File: config.mk
export PLATFORM = sky130hd
export DESIGN_NAME = fir_inverse
export DESIGN_NICKNAME = d
export VERILOG_FILES = /design/src/rtl/fir_inverse.sv
export SDC_FILE = /design/constraint.sdc
export NUM_CORES = 1
export LEC_CHECK = 0
export ABC_AREA = 1
export CAP_MARGIN = 15
export CORE_MARGIN = 2
export CORE_UTILIZATION = 31
export CTS_CLUSTER_DIAMETER = 60
export DETAILED_ROUTE_END_ITERATION = 8
export PLACE_DENSITY_LB_ADDON = 0.25
export SETUP_SLACK_MARGIN = 0.2
export SLEW_MARGIN = 20
export SYNTH_ARGS = -nofsm -noshare
export SYNTH_HDL_FRONTEND = slang
export SYNTH_SLANG_ARGS = --single-unit
File: constraint.sdc
create_clock -name clk -period 5.55 [get_ports clk]
set_input_delay 0.8325 -clock clk [delete_from_list [all_inputs] [get_ports clk]]
set_output_delay 0.8325 -clock clk [all_outputs]
set_load 0.02 [all_outputs]
File: src/rtl/fir_inverse.sv
// Inverse 3-tap FIR: recovers x[n] = (y[n] - B1*x[n-1] - B2*x[n-2]) / B0
// using a 16-cycle restoring divider behind a start/busy/done handshake.
//
// state  | meaning
// -------+--------------------------------------------------------------
// IDLE   | waiting for start; y_in captured on the accepting edge
// CALC   | forms the signed numerator, loads dividend, counter := 15
// DIV    | one restoring-division step per cycle, quotient MSB first
// DONE   | clamps quotient, updates x_out/err/history, pulses done
module fir_inverse #(
  parameter int unsigned B0 = 20,
  parameter int unsigned B1 = 15,
  parameter int unsigned B2 = 10
) (
  input  logic        clk,
  input  logic        rst,
  input  logic        start,
  input  logic [15:0] y_in,
  output logic [7:0]  x_out,
  output logic        busy,
  output logic        done,
  output logic        err
);

  typedef enum logic [1:0] {
    S_IDLE = 2'd0,
    S_CALC = 2'd1,
    S_DIV  = 2'd2,
    S_DONE = 2'd3
  } state_t;

  localparam logic [15:0] B0_W = 16'(B0);
  localparam logic [15:0] B1_W = 16'(B1);
  localparam logic [15:0] B2_W = 16'(B2);

  state_t      state_q, state_d;
  logic [15:0] y_q, y_d;
  logic [7:0]  x1_q, x1_d;
  logic [7:0]  x2_q, x2_d;
  logic [15:0] work_q, work_d;
  logic [15:0] rem_q, rem_d;
  logic [3:0]  cnt_q, cnt_d;
  logic        neg_q, neg_d;
  logic [7:0]  x_out_q, x_out_d;
  logic        err_q, err_d;
  logic        busy_q, busy_d;
  logic        done_q, done_d;

  logic [15:0]        prod1, prod2;
  logic signed [17:0] num;
  logic [16:0]        rem_t;
  logic [16:0]        rem_diff;
  logic               rem_ge;
  logic               q_ovf;
  logic [7:0]         x_new;
  logic               err_new;
  logic               unused_bits;

  // Products fit in 16 bits for 8-bit coefficients and 8-bit history
  assign prod1 = B1_W * {8'd0, x1_q};
  assign prod2 = B2_W * {8'd0, x2_q};
  assign num   = $signed({2'b00, y_q}) - $signed({2'b00, prod1})
               - $signed({2'b00, prod2});

  // work_q holds the dividend shifting out the top and the quotient
  // shifting in the bottom; after 16 steps it is the full quotient.
  assign rem_t    = {rem_q, work_q[15]};
  assign rem_ge   = (rem_t >= {1'b0, B0_W});
  assign rem_diff = rem_t - {1'b0, B0_W};

  assign q_ovf   = |work_q[15:8];
  assign x_new   = neg_q ? 8'd0 : (q_ovf ? 8'hFF : work_q[7:0]);
  assign err_new = neg_q | q_ovf | (rem_q != 16'd0);

  // A non-negative numerator never exceeds 16 bits; remainder is below B0
  assign unused_bits = ^{num[16], rem_diff[16]};

  always_comb begin
    state_d = state_q;
    y_d     = y_q;
    x1_d    = x1_q;
    x2_d    = x2_q;
    work_d  = work_q;
    rem_d   = rem_q;
    cnt_d   = cnt_q;
    neg_d   = neg_q;
    x_out_d = x_out_q;
    err_d   = err_q;
    busy_d  = busy_q;
    done_d  = 1'b0;

    unique case (state_q)
      S_IDLE: begin
        if (start) begin
          y_d     = y_in;
          busy_d  = 1'b1;
          state_d = S_CALC;
        end
      end
      S_CALC: begin
        neg_d   = num[17];
        work_d  = num[17] ? 16'd0 : num[15:0];
        rem_d   = 16'd0;
        cnt_d   = 4'd15;
        state_d = S_DIV;
      end
      S_DIV: begin
        if (rem_ge) begin
          rem_d  = rem_diff[15:0];
          work_d = {work_q[14:0], 1'b1};
        end else begin
          rem_d  = rem_t[15:0];
          work_d = {work_q[14:0], 1'b0};
        end
        if (cnt_q == 4'd0) begin
          state_d = S_DONE;
        end else begin
          cnt_d = cnt_q - 4'd1;
        end
      end
      S_DONE: begin
        x_out_d = x_new;
        err_d   = err_new;
        x2_d    = x1_q;
        x1_d    = x_new;
        done_d  = 1'b1;
        busy_d  = 1'b0;
        state_d = S_IDLE;
      end
      default: state_d = S_IDLE;
    endcase
  end

  always_ff @(posedge clk or posedge rst) begin
    if (rst) begin
      state_q <= S_IDLE;
      y_q     <= 16'd0;
      x1_q    <= 8'd0;
      x2_q    <= 8'd0;
      work_q  <= 16'd0;
      rem_q   <= 16'd0;
      cnt_q   <= 4'd0;
      neg_q   <= 1'b0;
      x_out_q <= 8'd0;
      err_q   <= 1'b0;
      busy_q  <= 1'b0;
      done_q  <= 1'b0;
    end else begin
      state_q <= state_d;
      y_q     <= y_d;
      x1_q    <= x1_d;
      x2_q    <= x2_d;
      work_q  <= work_d;
      rem_q   <= rem_d;
      cnt_q   <= cnt_d;
      neg_q   <= neg_d;
      x_out_q <= x_out_d;
      err_q   <= err_d;
      busy_q  <= busy_d;
      done_q  <= done_d;
    end
  end

  assign x_out = x_out_q;
  assign busy  = busy_q;
  assign done  = done_q;
  assign err   = err_q;

endmodule

; ---- After elaboration in Yosys (flattened, before gate mapping)
; Cells that the tools add are included.
; W data, S select, Z words.
[word_totals]
ff_bits = 74
latchBits = 0
ramBits = 0
romBits = 0
in_bits = 19
out_inout_bits = 11
elab_cells = 51
mem_count = 0
[op_classes]
add_sub_neg = 4
n_mul = 2
div_mod_pow = 0
magnitude_cmp = 1
eq_ne = 6
shifts = 0
mux = 15
bitwise_logic = 2
n_reduce_logical = 10
[op_table]
columns = cell, count
row1 = $pmux W16 S2, 2
row2 = $mux W16, 2
row3 = $sub A17 B13 Y18, 1
row4 = $ge A17 B5 Y1 const B, 1
row5 = $sub A16 B12 Y17, 1
row6 = $mux W8, 2
row7 = $reduce_bool A16 Y1, 1
row8 = $sub A16 B5 Y16 const B, 1
row9 = $mul A4 B8 Y12 const A, 1
row10 = $mul A3 B8 Y11 const A, 1
row11 = $pmux W2 S4, 1
row12 = $pmux W4 S2, 1
row13 = $reduce_and A2 Y1, 4
row14 = $reduce_or A8 Y1, 1
row15 = $ne A2 B2 Y1 const B, 3
row16 = $eq A2 B2 Y1 const B, 2
row17 = $logic_not A4 Y1, 1
row18 = $mux W2, 2
row19 = $mux W4, 1
row20 = $reduce_bool A2 Y1, 2
row21 = $sub A4 B1 Y4 const B, 1
row22 = $mux W1, 3
row23 = $eq A2 B1 Y1 const B, 1
row24 = $logic_not A2 Y1, 1
row25 = other kinds (2), 3

; ---- Longest topological paths before layout
[logic_depth]
word_depth = 5
mapped_depth = 28

; ---- Worst setup path after synthesis
; Ideal clock, no wire load.
[synth_timing]
kind = register to register
startpoint = register, netlist name x_out[1]
endpoint = register work_q[0]
setup_time_ps = 121
arrival_ps = 4499
required_ps = 5429
slack_ps = 929
stages_incl_launch_ff = 26
path_buffers = 1
synth_period_minus_slack_ps = 4621
path_cell_list = dfrtp_1 inv_1 fa_1 inv_1 fa_1 fa_1 inv_1 ha_1 a21oi_1 nand3_2 a31oi_1 xnor2_1 ha_1 nand2_1 inv_1 a21oi_1 nand3_1 nand2_1 inv_1 nor2_1 nand2_1 nand2_2 nand2_4 buf_8 nand3_1 nand2_1
[synth_rtl]
columns = element, line_no
row1 = end signal: assignment, 153  ; work_q <= work_d;
row2 = end: declaration, 40  ; logic [15:0] work_q, work_d;

==> results.md <==
- CP Capture Type: flop
- I/O pins: 30
- Die H: 141.8 um
- IO buf count: 29
- NumNets Final: 908
- Syn Nets: 878
- Largest net degree at the start of global routing: 49
- HP Class: reg -> reg
- CP required: 5.79 ns
- Crit start category: flop
- Final wirelength: 13830 um
- Most used cells in the layout excluding fill and tap cells: 171 x inv_1, 153 x nand2_1, 71 x dfrtp_1, 54 x o21ai_0, 52 x ha_1
- # DRC: 0
- Synth Flop Type: dfrtp_1
- Gr ovfl total: 0
- CTS buffer count: 9
- DR vias: 4898
- Post-Syn Area: 5888 um^2
- R2R setup slack: 0.70 ns
- Max Fanout on Critical Path: 16
- Status: finished clean
- Final setup viols: 0
- First-pass GRT wire length: 23920 um
- Area Overhead vs Synth: 15.17%
- Clock latency on the worst-skew pair: 0.35 ns
- Root cell of the clock tree: clkbuf_16
- Worst reg2reg path depth: 26
- Max-cap violation count: 0
- Final setup TNS: 0 ns
- Die Wd: 141.8 um
- Slew Limit Fails: 0
- WS Path Type: reg -> reg
- Antenna viol nets, final: 0
- Clock Skews: 0.006769 ns
- Core area: 18640 um^2
- Ys Warns: 0
- Drt first pass iters: 5
- Tot GR Track Use: 15.04%
- FP Rows: 50
- Initial antenna violation count: 0
- Yosys cell types: 34
- DR WL/cell: 13.13 um
- Average size of a mapped cell: 7.510 um^2
- Post-DP HPWL: 10630 um
- N_diodes: 0
- RSZ-0062 raised after global routing: no
- Leading cell type in the layout, fill and taps excluded: inv_1
- CP endpoint: work_q[6]
- Seq/Total Area, Yosys: 31.45%
- Worst-margin pin slew: 0.9330 ns
- Worst slew margin: 37.80%
- Max Freq: 0.2061 GHz
- Post-CTS Hold Buffers: 0
- CTS tree: built
- CTS Buffer Depth: 2
- Final GP Congestion: 0.8501
- Flops & latches, synth: 74
- Asr flop ratio synth: 100.0%
- Post-synth EDFFs: 0
- Synthesized netlist cell count: 784
- Initial Util: 31.58%
- Min Tclk post-route: 4.852 ns
- FF-to-FF Start: x_out[4]
- DR iter-0 viols: 220
- Share of cells above drive strength 1: 5.250%
- Final Hold Fails: 0
- CP Data Arrival Time: 5.09 ns
- Via-to-Cell Ratio: 4.651
- Vias in the first global route: 4890
- Critical path launch point: x_out[4]
- Critical R2R Capture: work_q[6]
- Die area: 20110 um^2
- Period utilization: 87.42%
- Final Cell Area: 6782 um^2
- Area post-placement: 6414 um^2
- Total clock sinks: 74
- H-tree depth: 3
- Clock transition at the registers of the reported paths: 0.07 ns
[sequential cells by signal (all words and copies together) (netlist names)]
signal / count
busy: 1
cnt_q: 4
done: 1
err: 1
neg_q: 1
rem_q: 16
state_q: 2
work_q: 16
x2_q: 8
x_out: 8
y_q: 16
[per-stage QoR]
stage	util (%)	worst slack (ns)	hold WS, ns	std cells
3_3_place_gp	34.40	0.6728	0.4648	1033
5_1_grt	36.38	0.1998	0.5183	1053
2_1_floorplan	-	0.9292	0.4526	784
6_report	36.38	0.6983	0.4843	1053
4_1_cts	36.07	0.5751	0.4893	1049
3_5_place_dp	34.40	0.6048	0.4725	1033
[worst min-delay path by stage]
stage / endpoint / depth (start not counted) / start / slack, ns
CTS: cnt_q[2] / 2 / cnt_q[2] / 0.49
global route: rem_q[15] / 2 / rem_q[15] / 0.52
detailed placement: cnt_q[2] / 2 / cnt_q[2] / 0.47
global placement: cnt_q[2] / 2 / cnt_q[2] / 0.46
finish: cnt_q[2] / 2 / cnt_q[2] / 0.48
floorplan: cnt_q[2] / 2 / cnt_q[2] / 0.45
[cell families after synthesis]
kind of cell / synth area share, %
and+or+nand+nor: 20.59
DFF: 31.45
buffers and inverters: 12.47
xor gates and xnor gates: 4.462
adders and majority gates: 18.87
AOI/OAI and AO/OA: 12.15
[what timing repair did]
action                                  in CTS  in global routing
gates resized for setup                      0                  7
buffers inserted                             0                  4
endpoints found under the setup margin       0                 16
[final cells by class]
| class | count | area [um^2] |
|---|---|---|
| Multi-Input combinational cell | 518 | 3317 |
| Fill cell | 2009 | 11860 |
| Clock buffer | 10 | 239.0 |
| Inverter | 176 | 669.4 |
| Sequential cell | 74 | 1856 |
| Timing Repair Buffer | 35 | 335.3 |
| Clock inverter | 6 | 72.57 |
| Tap cell | 234 | 292.8 |
[worst max-delay path, cell delays in order, from the launching register on]
cell and delay, ns:
dfrtp_2 0.40, clkinvlp_4 0.19, fa_1 0.53, inv_1 0.06
fa_1 0.47, fa_1 0.51, inv_1 0.04, ha_1 0.36
nand2_1 0.16, inv_1 0.05, nand2_1 0.07, nand2_2 0.07
a31oi_1 0.17, xnor2_1 0.10, ha_1 0.37, nand2_1 0.11
inv_1 0.04, a21oi_1 0.15, nand3_1 0.14, nand2_1 0.10
inv_1 0.04, nor2_1 0.12, nand2_1 0.09, nand2_2 0.12
nand2_8 0.11, nand3_1 0.10, nand2_1 0.05
[layer usage]
| metal | global-route usage, % | wire (um) | vias to the layer above |
|---|---|---|---|
| li1 | - | - | 2544 |
| met1 | 21.23 | 7251 | 2272 |
| met2 | 23.12 | 5947 | 64 |
| met3 | 3.139 | 411 | 18 |
| met4 | 4.684 | 218 | 0 |
| met5 | 0 | 0 | - |
[Yosys cell counts (3+ instances only)]
| library cell | n | area share, % |
|---|---|---|
| inv_1 | 174 | 11 |
| nand2_1 | 153 | 9.8 |
| dfrtp_1 | 74 | 31 |
| o21ai_0 | 54 | 4.6 |
| ha_1 | 52 | 11 |
| nor2_1 | 51 | 3.3 |
| nand3_1 | 44 | 3.7 |
| a21oi_1 | 35 | 3.0 |
| o22ai_1 | 27 | 2.9 |
| fa_1 | 23 | 7.8 |
| xor2_1 | 20 | 3.0 |
| clkbuf_1 | 12 | 0.76 |
| nor3_1 | 11 | 0.93 |
| xnor2_1 | 10 | 1.5 |
| nand4_1 | 9 | 0.96 |
| a31oi_1 | 5 | 0.53 |
| nand2_2 | 4 | 0.42 |
| nor4_1 | 3 | 0.32 |
Power is left out: the tool's default activity adds up to more than one toggle a clock period on the data nets, which glitch-free logic cannot reach.
